$ cat config.mk
export PLATFORM = sky130hd
export DESIGN_NAME = multicycle_controller
export DESIGN_NICKNAME = d
export VERILOG_FILES = /design/src/rtl/ctrl_pkg.sv /design/src/rtl/opcode_decode.sv /design/src/rtl/multicycle_controller.sv
export SDC_FILE = /design/constraint.sdc
export NUM_CORES = 1
export LEC_CHECK = 0
export BUFFER_PORTS_ARGS = -buffer_cell sky130_fd_sc_hd__buf_4
export CAP_MARGIN = 20
export CORE_MARGIN = 2
export CORE_UTILIZATION = 47
export CTS_BUF_LIST = sky130_fd_sc_hd__clkbuf_8 sky130_fd_sc_hd__clkbuf_16
export DETAILED_ROUTE_END_ITERATION = 6
export GPL_ROUTABILITY_DRIVEN = 0
export HOLD_SLACK_MARGIN = 0.1
export PLACE_DENSITY = 0.79
export SETUP_SLACK_MARGIN = 0.05
export SYNTH_ARGS = -nofsm -noshare
export SYNTH_HDL_FRONTEND = slang
export SYNTH_SLANG_ARGS = --single-unit
$ cat constraint.sdc
create_clock -name clk -period 2.4 [get_ports clk]
set_input_delay 0.48 -clock clk [delete_from_list [all_inputs] [get_ports clk]]
set_output_delay 0.48 -clock clk [all_outputs]
set_load 0.1 [all_outputs]
$ cat src/rtl/ctrl_pkg.sv
// ctrl_pkg: encodings shared by the multicycle controller and its datapath
// (FSM states, instruction classes, opcodes, immediate formats, write-back sources).
package ctrl_pkg;
    typedef enum logic [2:0] {FETCH, DECODE, EXEC, MEM, WB, ERR} state_t;
    typedef enum logic [3:0] {
        C_OP, C_OPIMM, C_LOAD, C_STORE, C_BRANCH, C_LUI, C_AUIPC, C_JAL, C_JALR, C_ILL
    } cls_t;
    localparam logic [6:0] OPC_OP     = 7'b0110011;
    localparam logic [6:0] OPC_OPIMM  = 7'b0010011;
    localparam logic [6:0] OPC_LOAD   = 7'b0000011;
    localparam logic [6:0] OPC_STORE  = 7'b0100011;
    localparam logic [6:0] OPC_BRANCH = 7'b1100011;
    localparam logic [6:0] OPC_LUI    = 7'b0110111;
    localparam logic [6:0] OPC_AUIPC  = 7'b0010111;
    localparam logic [6:0] OPC_JAL    = 7'b1101111;
    localparam logic [6:0] OPC_JALR   = 7'b1100111;
    localparam logic [2:0] IMM_I = 3'b000;
    localparam logic [2:0] IMM_S = 3'b001;
    localparam logic [2:0] IMM_B = 3'b010;
    localparam logic [2:0] IMM_U = 3'b011;
    localparam logic [2:0] IMM_J = 3'b100;
    localparam logic [1:0] WB_ALU = 2'b00;
    localparam logic [1:0] WB_MEM = 2'b01;
    localparam logic [1:0] WB_PC4 = 2'b10;
    localparam logic [1:0] WB_IMM = 2'b11;
    localparam logic [31:0] IR_RESET = 32'h0000_0013;
endpackage

$ cat src/rtl/opcode_decode.sv
// opcode_decode: maps an opcode to its instruction class, immediate format and legality.
module opcode_decode
    import ctrl_pkg::*;
(
    input  logic [6:0] opcode,
    output logic [3:0] cls,
    output logic [2:0] sel_imm,
    output logic       legal
);
    always_comb begin
        cls = C_ILL;
        sel_imm = IMM_I;
        legal = 1'b1;
        case (opcode)
            OPC_OP:     cls = C_OP;
            OPC_OPIMM:  cls = C_OPIMM;
            OPC_LOAD:   cls = C_LOAD;
            OPC_JALR:   cls = C_JALR;
            OPC_STORE:  begin cls = C_STORE;  sel_imm = IMM_S; end
            OPC_BRANCH: begin cls = C_BRANCH; sel_imm = IMM_B; end
            OPC_LUI:    begin cls = C_LUI;    sel_imm = IMM_U; end
            OPC_AUIPC:  begin cls = C_AUIPC;  sel_imm = IMM_U; end
            OPC_JAL:    begin cls = C_JAL;    sel_imm = IMM_J; end
            default:    legal = 1'b0;
        endcase
    end
endmodule

$ cat src/rtl/multicycle_controller.sv
// multicycle_controller: FETCH/DECODE/EXEC/MEM/WB control FSM with a memory wait timeout.
// Define ILLEGAL_TRAP_EN to trap unlisted opcodes into ERR; otherwise they retire as NOPs.
module multicycle_controller
    import ctrl_pkg::*;
#(
    parameter int MAX_WAIT = 16
) (
    input  logic        clk,
    input  logic        rst_n,
    input  logic [31:0] mem_rdata,
    input  logic        mem_ready,
    input  logic        br_taken,
    output logic        mem_req,
    output logic        mem_we,
    output logic        addr_sel,
    output logic [31:0] ir,
    output logic [2:0]  sel_imm,
    output logic        alu_a_sel,
    output logic        alu_b_sel,
    output logic        alu_add,
    output logic        rf_we,
    output logic [1:0]  wb_sel,
    output logic        pc_we,
    output logic        pc_sel,
    output logic        bus_err,
    output logic        illegal
);
    localparam int WW = $clog2(MAX_WAIT + 1);
    state_t state_q, state_d;
    logic [31:0] ir_q, ir_d;
    logic [WW-1:0] wait_q, wait_d;
    logic bus_err_q, bus_err_d;
    logic [3:0] cls;
    logic [2:0] dec_imm;
    logic legal, trap, waiting, timeout, ex, wb;
    opcode_decode u_dec (
        .opcode (ir_q[6:0]),
        .cls    (cls),
        .sel_imm(dec_imm),
        .legal  (legal)
    );
`ifdef ILLEGAL_TRAP_EN
    logic illegal_q;
    assign trap = !legal;
    assign illegal = illegal_q;
`else
    assign trap = 1'b0;
    assign illegal = 1'b0;
`endif
    assign waiting = state_q == FETCH || state_q == MEM;
    // A ready arriving on the last allowed cycle still completes the access
    assign timeout = waiting && !mem_ready && wait_q == WW'(MAX_WAIT - 1);
    assign ex = state_q == EXEC;
    assign wb = state_q == WB;
    always_comb begin
        state_d = state_q;
        ir_d = ir_q;
        wait_d = (waiting && !mem_ready) ? wait_q + 1'b1 : '0;
        bus_err_d = bus_err_q | timeout;
        if (timeout) state_d = ERR;
        else begin
            case (state_q)
                FETCH: if (mem_ready) begin
                    ir_d = mem_rdata;
                    state_d = DECODE;
                end
                DECODE: state_d = trap ? ERR : EXEC;
                EXEC: state_d = cls == C_BRANCH ? FETCH : (cls inside {C_LOAD, C_STORE} ? MEM : WB);
                MEM: if (mem_ready) state_d = cls == C_STORE ? FETCH : WB;
                WB: state_d = FETCH;
                default: state_d = state_q;
            endcase
        end
    end
    always_ff @(posedge clk or negedge rst_n) begin
        if (!rst_n) begin
            state_q <= FETCH;
            ir_q <= IR_RESET;
            wait_q <= '0;
            bus_err_q <= 1'b0;
`ifdef ILLEGAL_TRAP_EN
            illegal_q <= 1'b0;
`endif
        end else begin
            state_q <= state_d;
            ir_q <= ir_d;
            wait_q <= wait_d;
            bus_err_q <= bus_err_d;
`ifdef ILLEGAL_TRAP_EN
            illegal_q <= illegal_q | (state_q == DECODE && trap);
`endif
        end
    end
    // mem_req is gated by rst_n so an access is dropped the moment reset asserts
    assign mem_req = rst_n && waiting;
    assign mem_we = state_q == MEM && cls == C_STORE;
    assign addr_sel = state_q == MEM;
    assign ir = ir_q;
    assign sel_imm = state_q == DECODE ? dec_imm : IMM_I;
    assign alu_a_sel = ex && cls inside {C_AUIPC, C_JAL, C_BRANCH};
    assign alu_b_sel = ex && !(cls inside {C_OP, C_LUI, C_ILL});
    assign alu_add = ex && cls inside {C_JAL, C_JALR, C_AUIPC, C_LOAD, C_STORE};
    assign rf_we = wb && legal;
    assign wb_sel = !wb ? WB_ALU : cls == C_LOAD ? WB_MEM :
                    cls inside {C_JAL, C_JALR} ? WB_PC4 : cls == C_LUI ? WB_IMM : WB_ALU;
    assign pc_we = (ex && cls == C_BRANCH) || (state_q == MEM && cls == C_STORE && mem_ready) || wb;
    assign pc_sel = (ex && cls == C_BRANCH) ? br_taken : wb && cls inside {C_JAL, C_JALR};
    assign bus_err = bus_err_q;
endmodule

==> results by group <==
Yosys
  • Synth area leader: dfrtp_1
  • Number of flops mapped to enable cells by yosys: 0
  • Largest cells by area after synthesis: dfrtp_1 (48%), mux2_2 (17%), dfstp_2 (3.9%), nor2_1 (2.8%), buf_6 (2.3%)
  • Syn Nets: between 200 and 250
  • Syn_area_per_cell: about 12 sq um
  • Most used DFF post-synth: dfrtp_1
  • Cells after synthesis: 172
  • Commonest cells post-synth: dfrtp_1 (38), mux2_2 (30), nor2_1 (15), nand2_1 (10)
  • Synth cell types: between 40 and 50
  • Flops & latches, synth: between 40 and 50
  • Cell with the most instances after synthesis: dfrtp_1
  • Fraction of registers with async set/reset: between 90% and 100%
  • Mapped cell area: approximately 2000 sq um
  • Register area share after synthesis: approximately half
  • Top cell type's share of synthesized area: 47.5%
  • Ys Warns: 0

Layout
  • Antenna Cells: 0
  • Final std cells w/o fill: approximately 330
  • Area grow syn2layout: 65.7%
  • Final net count: between 300 and 400
  • Ratio of cells with drive above 1 in the final layout: 67.6%

STA
  • WHS: between 0.2 and 0.3 ns
  • Final setup fails: 3
  • Final period util: 103%
  • Slew Viols, Final: 0
  • Final min period: 2.48 ns
  • Fmax: approximately 0.40 GHz
  • Max Clock Skew: around 0.0066 ns
  • Final count of hold timing violations: 0
  • Final Worst Setup Slack: -0.0827 ns
  • RSZ-0062 raised after global routing: true

Placed design
  • PortBufs: 82
  • Placed cell count: 302
  • Post-DP HPWL: 3750 um

Clocking
  • Clock insertion delay at the later pin of the skew report: a little under 0.3 ns
  • CTS tree: built
  • Total CTS buffers: 5
  • Root Buffer Master: clkbuf_8
  • Worst-path clk slew: 0.08 ns
  • Max H-tree Level: 2
  • Longest Clk Path Bufs: 2
  • TritonCTS Sinks: 41
  • Hold_buf cts: 0

Global routing
  • Largest net degree at the start of global routing: 42
  • Vias in the first global route: 1840
  • Global route total overflow: 0
  • All-layer global routing usage: approximately 22%
  • First-pass GRT wire length: approximately 8600 um
  • Initial antenna violation count: 0

Floorplanning
  • Die height: 69.2 um
  • Die width: approximately 69 um
  • Die Footprint: about 4800 sq um
  • Core ar.: a little over 4000 sq um
  • Initial Utilization: a little under 50%
  • Site Rows: 23
  • Io pins: between 80 and 90

Worst setup path
  • Worst reg2reg path endpoint: ir[18]
  • Startpoint types: flip-flop
  • R2r setup slk: 0.60 ns
  • FF-to-FF path depth: 5
  • Critical Path Sink Type: primary output
  • Reg2Reg Launch Point: state_q[1]
  • WP data arrival: about 2 ns
  • WP data required: between 1.5 and 2 ns
  • Setup CP Type: reg2out
  • CP Max Fanout: 3

Routing
  • Routed WL: roughly 5400 um
  • Routed WL per cell: between 15 and 20 um
  • Starting DRT DRC Count: 64
  • Post-DR vias/cell: roughly 5.4
  • ANT nets after route: 0
  • Initial DRT Pass Iterations: 4
  • Drt drc: 0
  • Vias: ~1800

Run status
  • Failing checks: setup timing
  • Outcome: complete, but fails checks

Job
  • Max cap viols: 0

Worst hold path
  • Hold crit path type: in2async
-- per-stage QoR --
step	TNS (ns)	area (sq um)	setup slack, ns	utilization, %
global route	-0.557	3310	-0.167	81.7
detailed placement	0	2880	0.0450	71.0
global placement	0	2880	0.0705	71.0
floorplan	-2.61	2220	-0.474	-
finish	-0.177	3310	-0.0827	81.7
CTS	-0.122	3170	-0.0445	78.0
-- registers in the layout, summed over array words and instances (netlist names) --
| name | cells |
|---|---|
| bus_err | 1 |
| ir | 32 |
| state_q | 3 |
| wait_q | 5 |
-- layout make-up --
class | instances | area [sq um]
multi-input cells | 115 | 1110
flip-flops and latches | 41 | 1060
repair buffers | 106 | 957
fillers | 253 | 743
clock buffers | 5 | 68.8
well taps | 50 | 62.6
clock inverters | 3 | 38.8
inverters | 5 | 18.8
-- repair_timing --
item,in CTS,in global routing
setup buffers,7,8
gates resized for setup,30,22
setup endpoints to repair,12,13
pin swaps,3,5
-- worst max-delay path by stage --
stage / start / to / slack (ns) / depth (start not counted)
global placement: ir[0] / pc_sel / 0.07 / 6
finish: ir[1] / pc_sel / -0.08 / 6
global route: ir[1] / pc_sel / -0.17 / 6
detailed placement: ir[0] / pc_sel / 0.04 / 6
floorplan: ir[5] / sel_imm[2] / -0.47 / 5
CTS: ir[4] / sel_imm[2] / -0.04 / 5
-- logic make-up (layout without fill, tap and decap cells) --
group           after synthesis  count (layout)  share of synthesized area [%]
simple gates                 52              52                           14.1
buf+inv                      16             119                           4.82
other cells                   1               1                          0.187
mux                          32              32                           18.0
fa+ha+maj                     2               2                           1.25
xor+xnor                      2               2                          0.876
compound gates               26              26                           9.26
flops                        41              41                           51.5
-- routing by layer --
| layer | track usage, % | vias to the layer above | wire (um) |
|---|---|---|---|
| met3 | 5.52 | 6 | 310 |
| met1 | 29.0 | 864 | 2230 |
| met5 | 0 | - | 0 |
| met4 | 6.32 | 0 | 72 |
| met2 | 36.8 | 74 | 2780 |
| li1 | - | 807 | - |
-- cell usage in the layout (no fill, tap or decap), drive strengths merged, types with 5 or more instances in the layout --
master and count:
buf 106, dfrtp 38, mux2 32, nor2 15, nand2 10, inv 6
o21ai 6, a21oi 6, clkbuf 5
-- critical path: stages (launching register included) --
cell	delay, ns
dfstp_4	0.63
nand2_4	0.05
or3b_4	0.39
nor4_2	0.17
buf_4	0.17
a2bb2o_4	0.13
buf_12	0.16
Power is not shown: default switching activity piles up to over one toggle a cycle in this logic, so the estimate is an artifact.
